--- config.mk ---
export PLATFORM = sky130hd
export DESIGN_NAME = dwc_row_feeder_flat
export DESIGN_NICKNAME = d
export VERILOG_FILES = /design/src/rtl/dwc_row_feeder_pkg.sv /design/src/rtl/dwc_row_feeder_if.sv /design/src/rtl/dwc_row_bank.sv /design/src/rtl/dwc_row_feeder.sv /design/src/flat_wrapper.sv
export SDC_FILE = /design/constraint.sdc
export NUM_CORES = 2
export LEC_CHECK = 0
export BUFFER_PORTS_ARGS = -buffer_cell sky130_fd_sc_hd__clkbuf_2
export CAP_MARGIN = 0
export CELL_PAD_IN_SITES_DETAIL_PLACEMENT = 1
export CELL_PAD_IN_SITES_GLOBAL_PLACEMENT = 1
export CORE_UTILIZATION = 40
export DETAILED_ROUTE_END_ITERATION = 6
export GPL_TIMING_DRIVEN = 0
export PLACE_DENSITY = 0.61
export SETUP_SLACK_MARGIN = 0.15
export SYNTH_ARGS = -nofsm -noshare
export SYNTH_HDL_FRONTEND = slang
export SYNTH_HIERARCHICAL = 1
export SYNTH_SLANG_ARGS = --single-unit
--- constraint.sdc ---
create_clock -name clk -period 9.3 [get_ports clk]
set_input_delay 0.465 -clock clk [delete_from_list [all_inputs] [get_ports clk]]
set_output_delay 0.465 -clock clk [all_outputs]
set_load 0.02 [all_outputs]
--- src/rtl/dwc_row_feeder_pkg.sv ---
// Shared types and constants for the depthwise-conv row feeder (package dwc_pkg).
// The optional horizontal padding build is selected with DWC_FEEDER_PAD_EN.
package dwc_pkg;
    localparam int DATA_W      = 8;
    localparam int MAX_W       = 64;
    localparam int H_W         = 10;
    localparam int ROWS        = 6;
    localparam int STRIDE_ROWS = 4;
    localparam int AW          = $clog2(MAX_W);
    localparam int CW          = AW + 1;

    typedef logic signed [DATA_W-1:0] pix_t;

    typedef enum logic [2:0] {
        ST_IDLE   = 3'd0,
        ST_FILL   = 3'd1,
        ST_STREAM = 3'd2,
        ST_NEXT   = 3'd3,
        ST_DONE   = 3'd4
    } feeder_state_t;

    // (a + b) mod 6 for rotation/bank arithmetic; operands are always < 6.
    function automatic logic [2:0] rot_add(input logic [2:0] a, input logic [2:0] b);
        logic [3:0] s;
        s = {1'b0, a} + {1'b0, b};
        if (s >= 4'd6) s = s - 4'd6;
        return s[2:0];
    endfunction
endpackage

--- src/rtl/dwc_row_feeder_if.sv ---
// Pixel input stream and column output bundle of the row feeder.
// slave = the feeder itself, master = upstream source / downstream dwc unit.
interface dwc_row_feeder_if;
    import dwc_pkg::*;

    logic s_valid;
    pix_t s_data;
    logic s_ready;

    logic out_valid;
    logic strip_start;
    pix_t out_row0;
    pix_t out_row1;
    pix_t out_row2;
    pix_t out_row3;
    pix_t out_row4;
    pix_t out_row5;

    modport slave (
        input  s_valid, s_data,
        output s_ready,
        output out_valid, strip_start,
        output out_row0, out_row1, out_row2, out_row3, out_row4, out_row5
    );

    modport master (
        output s_valid, s_data,
        input  s_ready,
        input  out_valid, strip_start,
        input  out_row0, out_row1, out_row2, out_row3, out_row4, out_row5
    );
endinterface

--- src/rtl/dwc_row_bank.sv ---
// One line-buffer row: MAX_W x DATA_W single-port RAM with a registered read.
// Writes and reads are never issued in the same cycle by the controller.
module dwc_row_bank
    import dwc_pkg::*;
(
    input  logic          clk,
    input  logic          we_i,
    input  logic          re_i,
    input  logic [AW-1:0] addr_i,
    input  pix_t          wdata_i,
    output pix_t          rdata_o
);
    pix_t mem_q [MAX_W];
    pix_t rdata_q;

    always_ff @(posedge clk) begin
        if (we_i) mem_q[addr_i] <= wdata_i;
        if (re_i) rdata_q <= mem_q[addr_i];
    end

    assign rdata_o = rdata_q;
endmodule

--- src/rtl/dwc_row_feeder.sv ---
// Rotating six-row line buffer that replays 6-row strips column by column.
// Build option: DWC_FEEDER_PAD_EN adds one zero column on each side of every strip.
//
// state  | meaning
// IDLE   | waiting for a valid start
// FILL   | accepting pixels into the rows this strip still needs
// STREAM | reading one column per cycle from all six banks
// NEXT   | advance base row / rotation, or finish
// DONE   | one-cycle frame_done pulse
module dwc_row_feeder
    import dwc_pkg::*;
(
    input  logic             clk,
    input  logic             rst_n,
    input  logic             start,
    input  logic [CW-1:0]    cfg_width,
    input  logic [H_W-1:0]   cfg_height,
    output logic             cfg_err,
    output logic             busy,
    output logic             frame_done,
    dwc_row_feeder_if.slave  io
);
    localparam logic [2:0] S_IDLE   = ST_IDLE;
    localparam logic [2:0] S_FILL   = ST_FILL;
    localparam logic [2:0] S_STREAM = ST_STREAM;
    localparam logic [2:0] S_NEXT   = ST_NEXT;
    localparam logic [2:0] S_DONE   = ST_DONE;

`ifdef DWC_FEEDER_PAD_EN
    localparam bit            PAD_EN   = 1'b1;
    localparam logic [CW-1:0] PAD_COLS = CW'(2);
    localparam logic [CW-1:0] LEAD     = CW'(1);
`else
    localparam bit            PAD_EN   = 1'b0;
    localparam logic [CW-1:0] PAD_COLS = CW'(0);
    localparam logic [CW-1:0] LEAD     = CW'(0);
`endif

    logic [2:0]      state_q, state_d;
    logic [2:0]      rot_q, rot_d;
    logic [H_W-1:0]  base_q, base_d;
    logic [2:0]      fill_row_q, fill_row_d;
    logic [CW-1:0]   col_q, col_d;
    logic [5:0]      zmask_q, zmask_d;
    logic [CW-1:0]   width_q, width_d;
    logic [H_W-1:0]  height_q, height_d;
    logic            cfg_err_q, cfg_err_d;
    logic            out_valid_q, pad_q, strip_start_q;

    logic            cfg_ok, s_ready, xfer, row_last_col, last_row, strip_end, pad_col, rd_en;
    logic [H_W-1:0]  abs_row;
    logic [CW-1:0]   ncol, rd_col;
    logic [2:0]      wr_bank;
    logic [AW-1:0]   addr;
    pix_t            rdata  [ROWS];
    pix_t            out_row[ROWS];

    assign cfg_ok       = (cfg_width != '0) && (cfg_width <= CW'(MAX_W)) && (cfg_height >= H_W'(3));
    assign abs_row      = base_q + H_W'(fill_row_q);
    assign s_ready      = (state_q == S_FILL) && (abs_row < height_q);
    assign xfer         = io.s_valid && s_ready;
    assign row_last_col = (col_q == width_q - CW'(1));
    assign last_row     = (fill_row_q == 3'd5) ||
                          (({1'b0, abs_row} + (H_W+1)'(1)) >= {1'b0, height_q});
    assign strip_end    = ({1'b0, base_q} + (H_W+1)'(ROWS)) >= {1'b0, height_q};
    assign ncol         = width_q + PAD_COLS;
    assign pad_col      = PAD_EN && ((col_q == '0) || (col_q == ncol - CW'(1)));
    assign rd_en        = (state_q == S_STREAM);
    assign rd_col       = col_q - LEAD;
    assign addr         = (state_q == S_FILL) ? col_q[AW-1:0] : rd_col[AW-1:0];
    assign wr_bank      = rot_add(rot_q, fill_row_q);

    for (genvar b = 0; b < ROWS; b++) begin : g_bank
        dwc_row_bank u_bank (
            .clk     (clk),
            .we_i    (xfer && (wr_bank == 3'(b))),
            .re_i    (rd_en),
            .addr_i  (addr),
            .wdata_i (io.s_data),
            .rdata_o (rdata[b])
        );
    end

    always_comb begin
        state_d    = state_q;
        rot_d      = rot_q;
        base_d     = base_q;
        fill_row_d = fill_row_q;
        col_d      = col_q;
        zmask_d    = zmask_q;
        width_d    = width_q;
        height_d   = height_q;
        cfg_err_d  = 1'b0;
        case (state_q)
            S_IDLE: begin
                if (start) begin
                    if (cfg_ok) begin
                        state_d    = S_FILL;
                        rot_d      = '0;
                        base_d     = '0;
                        fill_row_d = '0;
                        col_d      = '0;
                        zmask_d    = '0;
                        width_d    = cfg_width;
                        height_d   = cfg_height;
                    end else begin
                        cfg_err_d = 1'b1;
                    end
                end
            end
            S_FILL: begin
                if (xfer) begin
                    if (row_last_col) begin
                        col_d = '0;
                        if (last_row) begin
                            // rows past the image bottom are never fetched; mask them to zero
                            state_d = S_STREAM;
                            zmask_d = zmask_q | (6'h3F << (3'd1 + fill_row_q));
                        end else begin
                            fill_row_d = fill_row_q + 3'd1;
                        end
                    end else begin
                        col_d = col_q + CW'(1);
                    end
                end
            end
            S_STREAM: begin
                if (col_q == ncol - CW'(1)) begin
                    col_d   = '0;
                    state_d = S_NEXT;
                end else begin
                    col_d = col_q + CW'(1);
                end
            end
            S_NEXT: begin
                if (strip_end) begin
                    state_d = S_DONE;
                end else begin
                    // top 2 rows of the new strip are the old rows 4..5, already in the banks
                    state_d    = S_FILL;
                    base_d     = base_q + H_W'(STRIDE_ROWS);
                    rot_d      = rot_add(rot_q, 3'(STRIDE_ROWS));
                    zmask_d    = zmask_q >> STRIDE_ROWS;
                    fill_row_d = 3'(ROWS - STRIDE_ROWS);
                end
            end
            S_DONE:  state_d = S_IDLE;
            default: state_d = S_IDLE;
        endcase
    end

    always_ff @(posedge clk or negedge rst_n) begin
        if (!rst_n) begin
            state_q       <= S_IDLE;
            rot_q         <= '0;
            base_q        <= '0;
            fill_row_q    <= '0;
            col_q         <= '0;
            zmask_q       <= '0;
            width_q       <= '0;
            height_q      <= '0;
            cfg_err_q     <= 1'b0;
            out_valid_q   <= 1'b0;
            pad_q         <= 1'b0;
            strip_start_q <= 1'b0;
        end else begin
            state_q       <= state_d;
            rot_q         <= rot_d;
            base_q        <= base_d;
            fill_row_q    <= fill_row_d;
            col_q         <= col_d;
            zmask_q       <= zmask_d;
            width_q       <= width_d;
            height_q      <= height_d;
            cfg_err_q     <= cfg_err_d;
            out_valid_q   <= (state_q == S_STREAM);
            pad_q         <= (state_q == S_STREAM) && pad_col;
            strip_start_q <= (state_q == S_STREAM) && (col_q == '0);
        end
    end

    // rot/zmask only change in NEXT, after the last column has left the bank registers
    always_comb begin
        for (int n = 0; n < ROWS; n++) begin
            out_row[n] = '0;
            if (out_valid_q && !pad_q && !zmask_q[n]) out_row[n] = rdata[rot_add(rot_q, 3'(n))];
        end
    end

    assign io.s_ready     = s_ready;
    assign io.out_valid   = out_valid_q;
    assign io.strip_start = strip_start_q;
    assign io.out_row0    = out_row[0];
    assign io.out_row1    = out_row[1];
    assign io.out_row2    = out_row[2];
    assign io.out_row3    = out_row[3];
    assign io.out_row4    = out_row[4];
    assign io.out_row5    = out_row[5];
    assign cfg_err        = cfg_err_q;
    assign busy           = (state_q != S_IDLE);
    assign frame_done     = (state_q == S_DONE);
endmodule

--- src/flat_wrapper.sv ---
// flat-port wrapper written by rule: the top's interface ports become plain ports
module dwc_row_feeder_flat import dwc_pkg::*;
  (clk, rst_n, start, cfg_width, cfg_height, cfg_err, busy, frame_done, io_s_valid, io_s_data, io_s_ready, io_out_valid, io_strip_start, io_out_row0, io_out_row1, io_out_row2, io_out_row3, io_out_row4, io_out_row5);
  dwc_row_feeder_if io_i ();
  input  logic clk;
  input  logic rst_n;
  input  logic start;
  input  logic [CW-1:0] cfg_width;
  input  logic [H_W-1:0] cfg_height;
  output logic cfg_err;
  output logic busy;
  output logic frame_done;
  input wire logic [$bits(io_i.s_valid)-1:0] io_s_valid;
  input wire logic [$bits(io_i.s_data)-1:0] io_s_data;
  output wire logic [$bits(io_i.s_ready)-1:0] io_s_ready;
  output wire logic [$bits(io_i.out_valid)-1:0] io_out_valid;
  output wire logic [$bits(io_i.strip_start)-1:0] io_strip_start;
  output wire logic [$bits(io_i.out_row0)-1:0] io_out_row0;
  output wire logic [$bits(io_i.out_row1)-1:0] io_out_row1;
  output wire logic [$bits(io_i.out_row2)-1:0] io_out_row2;
  output wire logic [$bits(io_i.out_row3)-1:0] io_out_row3;
  output wire logic [$bits(io_i.out_row4)-1:0] io_out_row4;
  output wire logic [$bits(io_i.out_row5)-1:0] io_out_row5;
  assign io_i.s_valid = io_s_valid;
  assign io_i.s_data = io_s_data;
  assign io_s_ready = io_i.s_ready;
  assign io_out_valid = io_i.out_valid;
  assign io_strip_start = io_i.strip_start;
  assign io_out_row0 = io_i.out_row0;
  assign io_out_row1 = io_i.out_row1;
  assign io_out_row2 = io_i.out_row2;
  assign io_out_row3 = io_i.out_row3;
  assign io_out_row4 = io_i.out_row4;
  assign io_out_row5 = io_i.out_row5;
  dwc_row_feeder u_core (.clk(clk), .rst_n(rst_n), .start(start), .cfg_width(cfg_width), .cfg_height(cfg_height), .cfg_err(cfg_err), .busy(busy), .frame_done(frame_done), .io(io_i));
endmodule
==> summary.txt <==
final hold vios - 0
worst-path cell chain - ha_1 > clkbuf_1 > o21a_1 > xor2_1 > ha_1 > o21a_1 > o211ai_1 > a31oi_1 > or2_2 > clkbuf_1 > inv_1 > nand2_1 > nor2_1 > nand3_1 > nor2_1
unrepaired setup endpoints after global routing - false
CP max FO - 10
met2 usage - 0.4285
Slew HR - 0.1002
TritonCTS clock tree - built
Seq/Total Area, Yosys - 0.7398
number of flops mapped to enable cells by yosys - 3120
Filler cells - 30450
maximum clock rate - 0.1490 GHz
endpoints failing setup - 0
clock sinks - 3169
MaxCap Viol Count - 0
minimum clock period - 6710 ps
number of I/O port buffers - 82
layout cell share with drive strength beyond 1 - 0.1422
Critical Path Slowest Stage Cell - nor2_1
synthesized area - 0.1283 mm²
initial antenna violation count - 22
Setup Buffers After CTS - 0
nets - 8252
Core Area - 0.3186 mm²
die area - 0.3230 mm²
Most Crowded Layer GR - met2
status - complete, no violations
All-Layer GR Usage - 0.2664
drt wl/cell - 34.60 µm
peak supply drop - 0.0001852 V
router iterations before antenna repair - 6
pre-CTS setup slack - 2627 ps
number of global-route vias before repair - 79880
commonest non-fill, non-tap cell in the layout - edfxtp_1
final hold slack - 77.09 ps
Root Buffer - clkbuf_16
syn_nets - 7770
area grow syn2layout - 14.03%
latest clock arrival within the worst-skew pair - 960 ps
Die Span Y - 568.4 µm
DRC marker count from the first detailed-route iteration - 9135
Hold/Removal Path Class - in -> reg
Worst Setup Slack, final - 2590 ps
Yosys Warn Count - 6
GR Util met1 - 0.3488
Clock Skew - 68.12 ps
Arr. time, crit path - 7260 ps
Worst-path clk slew - 60 ps
DRC violations left - 0
Std-Cell Rows - 207
Bufs on Longest Clock Path - 4
Initial Utilization - 0.4027
fin cells - 12650
CP Launch Type - flop
global-route wire length before repair - 612.1 mm
Cells after Synth - 7693
DPL Wire Length - 291.3 mm
pin count of the biggest net entering global routing - 133
worst stage delay on the critical path - 1070 ps
fin. max-slew vios - 0
dpl cells - 11990
period utilisation layout - 0.7215
routing usage on met3 - 0.04550
Final Power - 44.25 mW
Leak - 46.61 nW
DR vias/cell - 6.156
Cell variety after synth - 83
Top Ports - 83
Worst-Margin Slew - 1333 ps
R2R depth - 15
P per Cell Area - 302.5 mW/mm²
CP Class - reg -> reg
syn_area_per_cell - 16.68 µm²
Via Count - 77850
Overflow after GRT - 0
flops & latches, synth - 3169
Routed Antenna Nets - 0
TNS Setup - 0 ps
Hold Path Cell Cnt - 1
top_reg_cell synth - edfxtp_1
critical path capture point type - flop
Async SR Flop Fraction - 0.01546
Final Wtd Congestion - 0.9136
Num CTS Buffers - 345
commonest non-fill, non-tap cells in the layout - 3120 x edfxtp_1, 589 x nor2_1, 405 x mux2i_1
die width - 568.4 µm
final wirelength - 437.6 mm
H-tree depth - 5
Worst EP required - 9850 ps
[cells in the mapped netlist, types with 34 or more instances]
library cell,count,area [µm²]
edfxtp_1,3120,93690
nor2_1,589,2211
mux2i_1,405,4054
nand2_1,330,1239
mux4_2,246,5540
clkbuf_1,244,915.9
a22oi_1,243,1824
a21oi_1,223,1116
buf_2,185,925.9
nand2b_1,172,1076
o22ai_1,135,844.6
a221oi_1,126,1104
a31oi_1,125,782.0
o21ai_0,78,390.4
nand3b_1,72,540.5
o22a_1,67,586.8
a221o_1,66,660.6
a22o_1,66,578.1
and3_1,64,400.4
nand3_1,61,305.3
and2_1,59,369.1
nor2b_1,59,369.1
o221ai_1,54,473.0
inv_1,50,187.7
dfrtp_1,49,1226
ha_1,46,575.6
mux2_1,45,506.7
a32oi_1,43,376.6
o2bb2ai_1,42,367.9
buf_1,41,153.9
and4_1,38,332.8
a211oi_1,37,277.8
mux2_2,34,382.9
[state kept, by name, summed over array words and instances (netlist names)]
signal	count
u_core/height_q	10
u_core/fill_row_q	3
u_core/io.out_valid	1
u_core/g_bank.u_bank/rdata_o	48
u_core/base_q	8
u_core/cfg_err	1
u_core/width_q	7
u_core/io.strip_start	1
u_core/col_q	7
u_core/g_bank.u_bank/mem_q	3072
u_core/state_q	3
u_core/rot_q	2
u_core/zmask_q	6
[metrics by stage]
step                      instance area (µm²)  utilization
after global placement                 133900       0.4205
final                                  146300       0.4592
after global routing                   146300       0.4591
after floorplan                        128300            -
after CTS                              146300       0.4591
after detailed placement               134900       0.4233
[final timing paths]
kind / start / endpoint / slack [ps]
setup reg to reg: u_core/fill_row_q[2]$_DFFE_PN0P_ / u_core/g_bank[5].u_bank/mem_q[60][6]$_DFFE_PP_ / 2590
hold / removal: io_s_data[0] / u_core/g_bank[5].u_bank/mem_q[34][0]$_DFFE_PP_ / 80
min in group asynchronous: rst_n / u_core/cfg_err$_DFF_PN0_ / 90
max in group asynchronous: rst_n / u_core/col_q[2]$_DFFE_PN0P_ / 8850
setup / recovery: u_core/fill_row_q[2]$_DFFE_PN0P_ / u_core/g_bank[5].u_bank/mem_q[60][6]$_DFFE_PP_ / 2590
hold reg to reg: u_core/zmask_q[3]$_DFFE_PN0P_ / u_core/zmask_q[3]$_DFFE_PN0P_ / 500
[layout make-up]
cell class                      count  area [µm²]  share of cell area
Antenna cell                       15       37.54           0.0002566
Buffer                            525        2525             0.01726
Clock buffer                      412        9011             0.06159
Clock inverter                    210        2181             0.01491
Inverter                           50       187.7            0.001283
Multi-Input combinational cell   3949       30680              0.2097
Sequential cell                  3169       94920              0.6488
Tap cell                         4180        5230             0.03575
Timing Repair Buffer              135        1519             0.01038
[kinds of logic after synthesis]
logic type | synth area share
other cells | 0.00005853
flops | 0.7398
simple gates | 0.06458
mux | 0.08171
compound gates | 0.08533
fa+ha+maj | 0.004798
xor+xnor | 0.002594
buf+inv | 0.02114
[worst max-delay path, delay by kind of cell (launching register included)]
family	cells	cell delay [ps]
buffers and inverters	3	800
AOI/OAI and AO/OA	4	720
adders and majority gates	2	510
xor gates and xnor gates	1	340
DFF	1	530
and+or+nand+nor	5	3410
[power breakdown]
part           internal, mW  switching, mW  leakage (nW)  total (mW)
clock network          7.89           5.77          5.45        13.7
logic                  4.54           9.90          12.5        14.4
registers              15.9          0.196          28.6        16.1
total                  28.4           15.9          46.6        44.2
[layer usage]
| metal | vias up | share of wire |
|---|---|---|
| met5 | - | 0.00012 |
| met4 | 8 | 0.057 |
| met3 | 945 | 0.076 |
| met2 | 3619 | 0.47 |
| met1 | 41310 | 0.40 |
| li1 | 31970 | - |
[timing repair]
item / in CTS / in global routing
resized for setup: 0 / 0
endpoints found under the hold margin: 114 / 0
hold buffers: 21 / 0
No activity file was read; power rests on OpenSTA's default activity.
